### src/rtl/reg_scoreboard.sv
`default_nettype none
// ============================================================================
//  Module      : reg_scoreboard
//  Description : Register-write scoreboard for the pipelined MIPS core.
//                Tracks outstanding writes with a saturating counter per
//                register and raises a stall on RAW hazards, or when the
//                destination counter is already full.
//  Revision    : 1.0  initial release
// ============================================================================
module reg_scoreboard #(
    parameter int ADDR_W   = 5,
    parameter int NREG     = 32,
    parameter int CNT_W    = 2,
    parameter int ZERO_REG = 1
) (
    input  logic              clk,
    input  logic              rst_n,
    input  logic              flush,
    input  logic              iss_valid,
    output logic              iss_ready,
    input  logic [ADDR_W-1:0] iss_dst,
    input  logic              iss_dst_we,
    input  logic [ADDR_W-1:0] iss_src_a,
    input  logic [ADDR_W-1:0] iss_src_b,
    input  logic              wb_valid,
    input  logic [ADDR_W-1:0] wb_dst,
    output logic              stall,
    output logic [NREG-1:0]   busy_vec,
    output logic [NREG-1:0]   dst_onehot,
    output logic              err_underflow
);

    localparam logic [CNT_W-1:0] c_CNT_MAX = {CNT_W{1'b1}};
    localparam logic [CNT_W-1:0] c_CNT_ONE = {{(CNT_W-1){1'b0}}, 1'b1};

    // One-hot decode. Register 0 is hard-wired to zero on MIPS, so when
    // ZERO_REG is set it is masked out of every decode and can never be
    // tracked, busy or cause a stall.
    function automatic logic [NREG-1:0] f_dec(input logic [ADDR_W-1:0] x);
        logic [NREG-1:0] v;
        v    = '0;
        v[x] = 1'b1;
        if (ZERO_REG != 0) begin
            v[0] = 1'b0;
        end
        return v;
    endfunction

    logic [CNT_W-1:0] r_cnt [NREG];
    logic [NREG-1:0]  r_dst_onehot;
    logic             r_err_underflow;

    logic [NREG-1:0]  w_dec_dst;
    logic [NREG-1:0]  w_dec_src_a;
    logic [NREG-1:0]  w_dec_src_b;
    logic [NREG-1:0]  w_dec_wb;
    logic [NREG-1:0]  w_busy;
    logic [NREG-1:0]  w_full;
    logic [NREG-1:0]  w_inc;
    logic [NREG-1:0]  w_retire;
    logic             w_hazard;
    logic             w_stall;
    logic             w_acc;
    logic             w_underflow;

    assign w_dec_dst   = f_dec(iss_dst);
    assign w_dec_src_a = f_dec(iss_src_a);
    assign w_dec_src_b = f_dec(iss_src_b);
    assign w_dec_wb    = f_dec(wb_dst);

    // Per-register status flags derived from the registered counts only.
    generate
        for (genvar gi = 0; gi < NREG; gi++) begin : g_reg
            assign w_busy[gi] = (r_cnt[gi] != '0);
            assign w_full[gi] = (r_cnt[gi] == c_CNT_MAX);
        end
    endgenerate

    // Hazard check: pending source operand, or destination counter saturated.
    // No writeback bypass, so a retiring write still stalls this cycle.
    always_comb begin
        w_hazard = 1'b0;
        if (|(w_busy & w_dec_src_a)) begin
            w_hazard = 1'b1;
        end
        if (|(w_busy & w_dec_src_b)) begin
            w_hazard = 1'b1;
        end
        if (iss_dst_we && |(w_full & w_dec_dst)) begin
            w_hazard = 1'b1;
        end
    end

    assign w_stall  = iss_valid & w_hazard;
    assign w_acc    = iss_valid & ~w_stall;

    assign w_inc    = {NREG{w_acc & iss_dst_we}} & w_dec_dst;
    assign w_retire = {NREG{wb_valid}} & w_dec_wb;

    // A retire that is not cancelled by a same-cycle issue hitting an idle
    // register is a bookkeeping error upstream.
    assign w_underflow = |(w_retire & ~w_inc & ~w_busy);

    // Outstanding-write counters; flush wins over any same-cycle issue or wb.
    always_ff @(posedge clk or negedge rst_n) begin
        if (!rst_n) begin
            for (int i = 0; i < NREG; i++) begin
                r_cnt[i] <= '0;
            end
        end else if (flush) begin
            for (int i = 0; i < NREG; i++) begin
                r_cnt[i] <= '0;
            end
        end else begin
            for (int i = 0; i < NREG; i++) begin
                if (w_inc[i] && !w_retire[i]) begin
                    r_cnt[i] <= r_cnt[i] + c_CNT_ONE;
                end else if (w_retire[i] && !w_inc[i] && w_busy[i]) begin
                    r_cnt[i] <= r_cnt[i] - c_CNT_ONE;
                end
            end
        end
    end

    // Last accepted destination decode, held until the next write-issue.
    always_ff @(posedge clk or negedge rst_n) begin
        if (!rst_n) begin
            r_dst_onehot <= '0;
        end else if (flush) begin
            r_dst_onehot <= '0;
        end else if (w_acc && iss_dst_we) begin
            r_dst_onehot <= w_dec_dst;
        end
    end

    // Single-cycle underflow flag, re-evaluated every cycle.
    always_ff @(posedge clk or negedge rst_n) begin
        if (!rst_n) begin
            r_err_underflow <= 1'b0;
        end else if (flush) begin
            r_err_underflow <= 1'b0;
        end else begin
            r_err_underflow <= w_underflow;
        end
    end

    assign stall         = w_stall;
    assign iss_ready     = ~w_stall;
    assign busy_vec      = w_busy;
    assign dst_onehot    = r_dst_onehot;
    assign err_underflow = r_err_underflow;

endmodule
`default_nettype wire

### config.mk
export PLATFORM = sky130hd
export DESIGN_NAME = reg_scoreboard
export DESIGN_NICKNAME = d
export VERILOG_FILES = /design/src/rtl/reg_scoreboard.sv
export SDC_FILE = /design/constraint.sdc
export NUM_CORES = 1
export LEC_CHECK = 0
export BUFFER_PORTS_ARGS = -buffer_cell sky130_fd_sc_hd__buf_4
export CAP_MARGIN = 0
export CORE_MARGIN = 4
export CORE_UTILIZATION = 35
export DETAILED_ROUTE_END_ITERATION = 10
export MAX_ROUTING_LAYER = met4
export PLACE_DENSITY = 0.63
export SYNTH_ARGS = -nofsm -noshare
export SYNTH_HDL_FRONTEND = slang
export SYNTH_SLANG_ARGS = --single-unit
### constraint.sdc
create_clock -name clk -period 2.85 [get_ports clk]
set_input_delay 0 -clock clk [delete_from_list [all_inputs] [get_ports clk]]
set_output_delay 0 -clock clk [all_outputs]
set_load 0.02 [all_outputs]
==> results.md <==
- GR Overflow Total: 0
- Ant. Diodes: 0
- EDFF count, synth: 0
- Period utilisation layout: 106%
- Asr flop ratio synth: 100%
- H-tree Lvls: 3
- Failing checks: negative setup slack
- Primary FF master, synth: dfrtp_1
- Top Usage Layer GRT: met2
- Ys Warns: 0
- Vias in the first global route: 6976
- Gr usage total: 24.7%
- CP Class: flip-flop to flip-flop
- Leading area contributor after synthesis: dfrtp_1
- Count leader, synth: nor2_1
- Adder-Cell Fraction of Synth Area: 0.187%
- DRT iter0 DRCs: 676
- Row cnt: 50
- Met2 usage: 36.6%
- Fin cells: 1317
- Max Cap Viol: 0
- Avg WL per Cell: 19.9 um
- Complex-gate fraction of the synthesized area: 24.9%
- Die area: 21400 um^2
- Yosys top cell area share: 35.9%
- M3 GR Usage: 4.13%
- DR vias/cell: 5.77
- # DRC: 0
- CTS tree: built
- Most common library cells after synthesis: nor2_1 (100), dfrtp_1 (96), nand2_1 (94)
- Synthesized Nets: 881
- IO buf count: 91
- Final setup vio count: 8
- Area growth syn-to-layout: 38.8%
- Die Span X: 146 um
- Global-route wire length before repair: 39900 um
- Reg2Reg Launch Point: r_cnt[57]$_DFFE_PN0P_
- Hold Crit Class: primary input to flip-flop
- CTS buffer count: 9
- Crit-path max FO: 10
- Clock sinks: 96
- Final Max Slew Viols: 0
- Post-Syn Instances: 854
- Sequential-to-total area share from yosys stat: 35.9%
- Top post-synthesis cells by area: dfrtp_1 (36%), a21oi_1 (6.1%), a211oi_1 (5.7%), nor2_1 (5.6%), nand2_1 (5.3%)
- Final hold viol count: 0
- Placed Instances: 1297
- Post-DRT Antenna Nets: 0
- XOR/XNOR Fraction of Synth Area: 3.14%
- DRT Pass-1 Iters: 7
- Unrepaired setup endpoints after global routing: yes
- Layout cell share with drive strength beyond 1: 31.1%
- Minimum clock period: 3020 ps
- Simple logic cell fraction of the synthesized area: 29.0%
- Power Density: 335 nW/um^2
- Multiplexer area fraction after synthesis: 0.991%
- Syn_area_per_cell: 7.83 um^2
- Post-synth design cell area: 6690 um^2
- Core area: 18800 um^2
- CP required: 3030 ps
- Status: complete, but fails checks
- Netlist cell types: 71
- WHS: 229 ps
- Via Count: 7599
- Leak: 4.45 nW
- DRT Wirelength: 26200 um
- Fin util: 49.5%
- # IOs: 93
- Critical Path Start: r_cnt[57]$_DFFE_PN0P_
- Clock Path Buffers: 2
- Gpl congestion: 0.998
- Reg clk slew, reported paths: 70 ps
- Final #Nets: 1106
- Critical path endpoint category: flip-flop
- Slew Limit Headroom: 27.7%
- Initial antenna violation count: 0
- Final setup margin: -169 ps
- Layout Skew: 7.82 ps
- Largest net degree at the start of global routing: 97
- GRT met1 Usage: 34.0%
- Fmax: 331 MHz
- VDD IR max: 294 uV
- Initial Util: 35.6%
- Post-DP HPWL: 20300 um
- Worst hold start: iss_dst[4]
- Worst-Skew Late Latency: 360 ps
- Largest family of logic cells by synthesized area: simple AND/OR/NAND/NOR gates
- Die H: 146 um
- Root buffer cell: clkbuf_16
- Slew @ Worst Pin: 1080 ps
- Post-place setup slack: -184 ps
- Yosys reg bits: 96
- Worst EP arrival: 3200 ps
- CP startpoint kind: flip-flop
-- through the flow --
step / setup TNS, ps / power, mW / cell area, um^2
3_3_place_gp: -142 / 1.83 / 8810
5_1_grt: -2280 / 3.22 / 9280
2_1_floorplan: -7.39 / 1.61 / 6740
3_5_place_dp: -295 / 1.83 / 8810
4_1_cts: -187 / 3.12 / 9170
6_report: -589 / 3.11 / 9280
-- path summary, 6_finish.rpt --
path	to	slack, ps	cells past startpoint
min	r_cnt[16]$_DFFE_PN0P_	230	4
min reg2reg	r_cnt[63]$_DFFE_PN0P_	500	2
max	err_underflow$_DFF_PN0_	-170	11
max reg2reg	err_underflow$_DFF_PN0_	-170	11
min in group asynchronous	r_cnt[10]$_DFFE_PN0P_	370	2
max in group asynchronous	r_cnt[39]$_DFFE_PN0P_	1640	3
-- cell families after synthesis --
logic type,Yosys count
multiplexers,4
adder cells (fa/ha/maj),1
AO/OA/AOI/OAI,261
other,1
AND/OR/NAND/NOR,373
XOR/XNOR,24
buffers and inverters,94
flip-flops,96
-- worst max-delay path: stages (launching register included) --
cell and delay (ps):
dfrtp_1 390, nor2_1 260, a211oi_1 160, o221ai_1 240
o311ai_2 170, nor4_4 390, nand4_4 190, buf_4 240
nor3_2 170, o22ai_1 170, nor4_1 300, a41oi_1 160
-- power breakdown --
| group | switching (mW) | total [mW] | internal, mW | leakage, nW |
|---|---|---|---|---|
| Combinational | 0.294 | 0.451 | 0.156 | 2.97 |
| Sequential | 0.00438 | 1.37 | 1.37 | 1.34 |
| Clock | 0.562 | 1.29 | 0.726 | 0.144 |
-- routing by layer --
layer	vias up	share of wire, %	wire length (um)
li1	3526	-	-
met1	3666	45	11700
met2	358	44	11600
met3	49	8.2	2160
met4	0	3.1	821
met5	-	0	0
-- sequential cells by signal (all words and copies together), names as in the netlist --
signal         cells
dst_onehot        31
err_underflow      1
r_cnt             64
-- repair_timing --
action / 4_1_cts / 5_1_grt
hold buffers: 1 / 0
endpoints found under the hold margin: 77 / 0
resized for setup: 8 / 23
setup endpoints to repair: 11 / 43
buffers inserted: 1 / 2
cloned: 0 / 1
pin swaps: 2 / 10
-- layout make-up --
cell class                      instances  area [um^2]
Clock buffer                           11          253
Clock inverter                          4         53.8
Sequential cell                        96         2400
Inverter                               35          131
Tap cell                              234          293
Fill cell                            1811         9490
Timing Repair Buffer                  273         2120
Multi-Input combinational cell        664         4030
-- cell usage in the layout (no fill, tap or decap), types with 4 or more instances in the layout --
| master | n |
|---|---|
| a31oi_1 | 6 |
| a21o_1 | 16 |
| nor3_4 | 7 |
| o22ai_1 | 11 |
| or2_2 | 6 |
| o211ai_1 | 6 |
| nor2_2 | 4 |
| and3b_1 | 6 |
| a311oi_1 | 7 |
| a21oi_1 | 81 |
| dfrtp_1 | 96 |
| nor3_1 | 25 |
| inv_1 | 35 |
| nand4_1 | 7 |
| a211oi_1 | 49 |
| nor2_1 | 96 |
| and3_1 | 6 |
| nand2b_1 | 16 |
| or2_4 | 4 |
| nand3_1 | 33 |
| buf_4 | 262 |
| xnor2_1 | 23 |
| o21ai_0 | 46 |
| nor3b_1 | 23 |
| clkbuf_16 | 9 |
| nand2_1 | 93 |
| nor3_2 | 8 |
| nand3b_1 | 6 |
| buf_6 | 7 |
| and2_1 | 7 |
No activity file was read; power rests on OpenSTA's default activity.
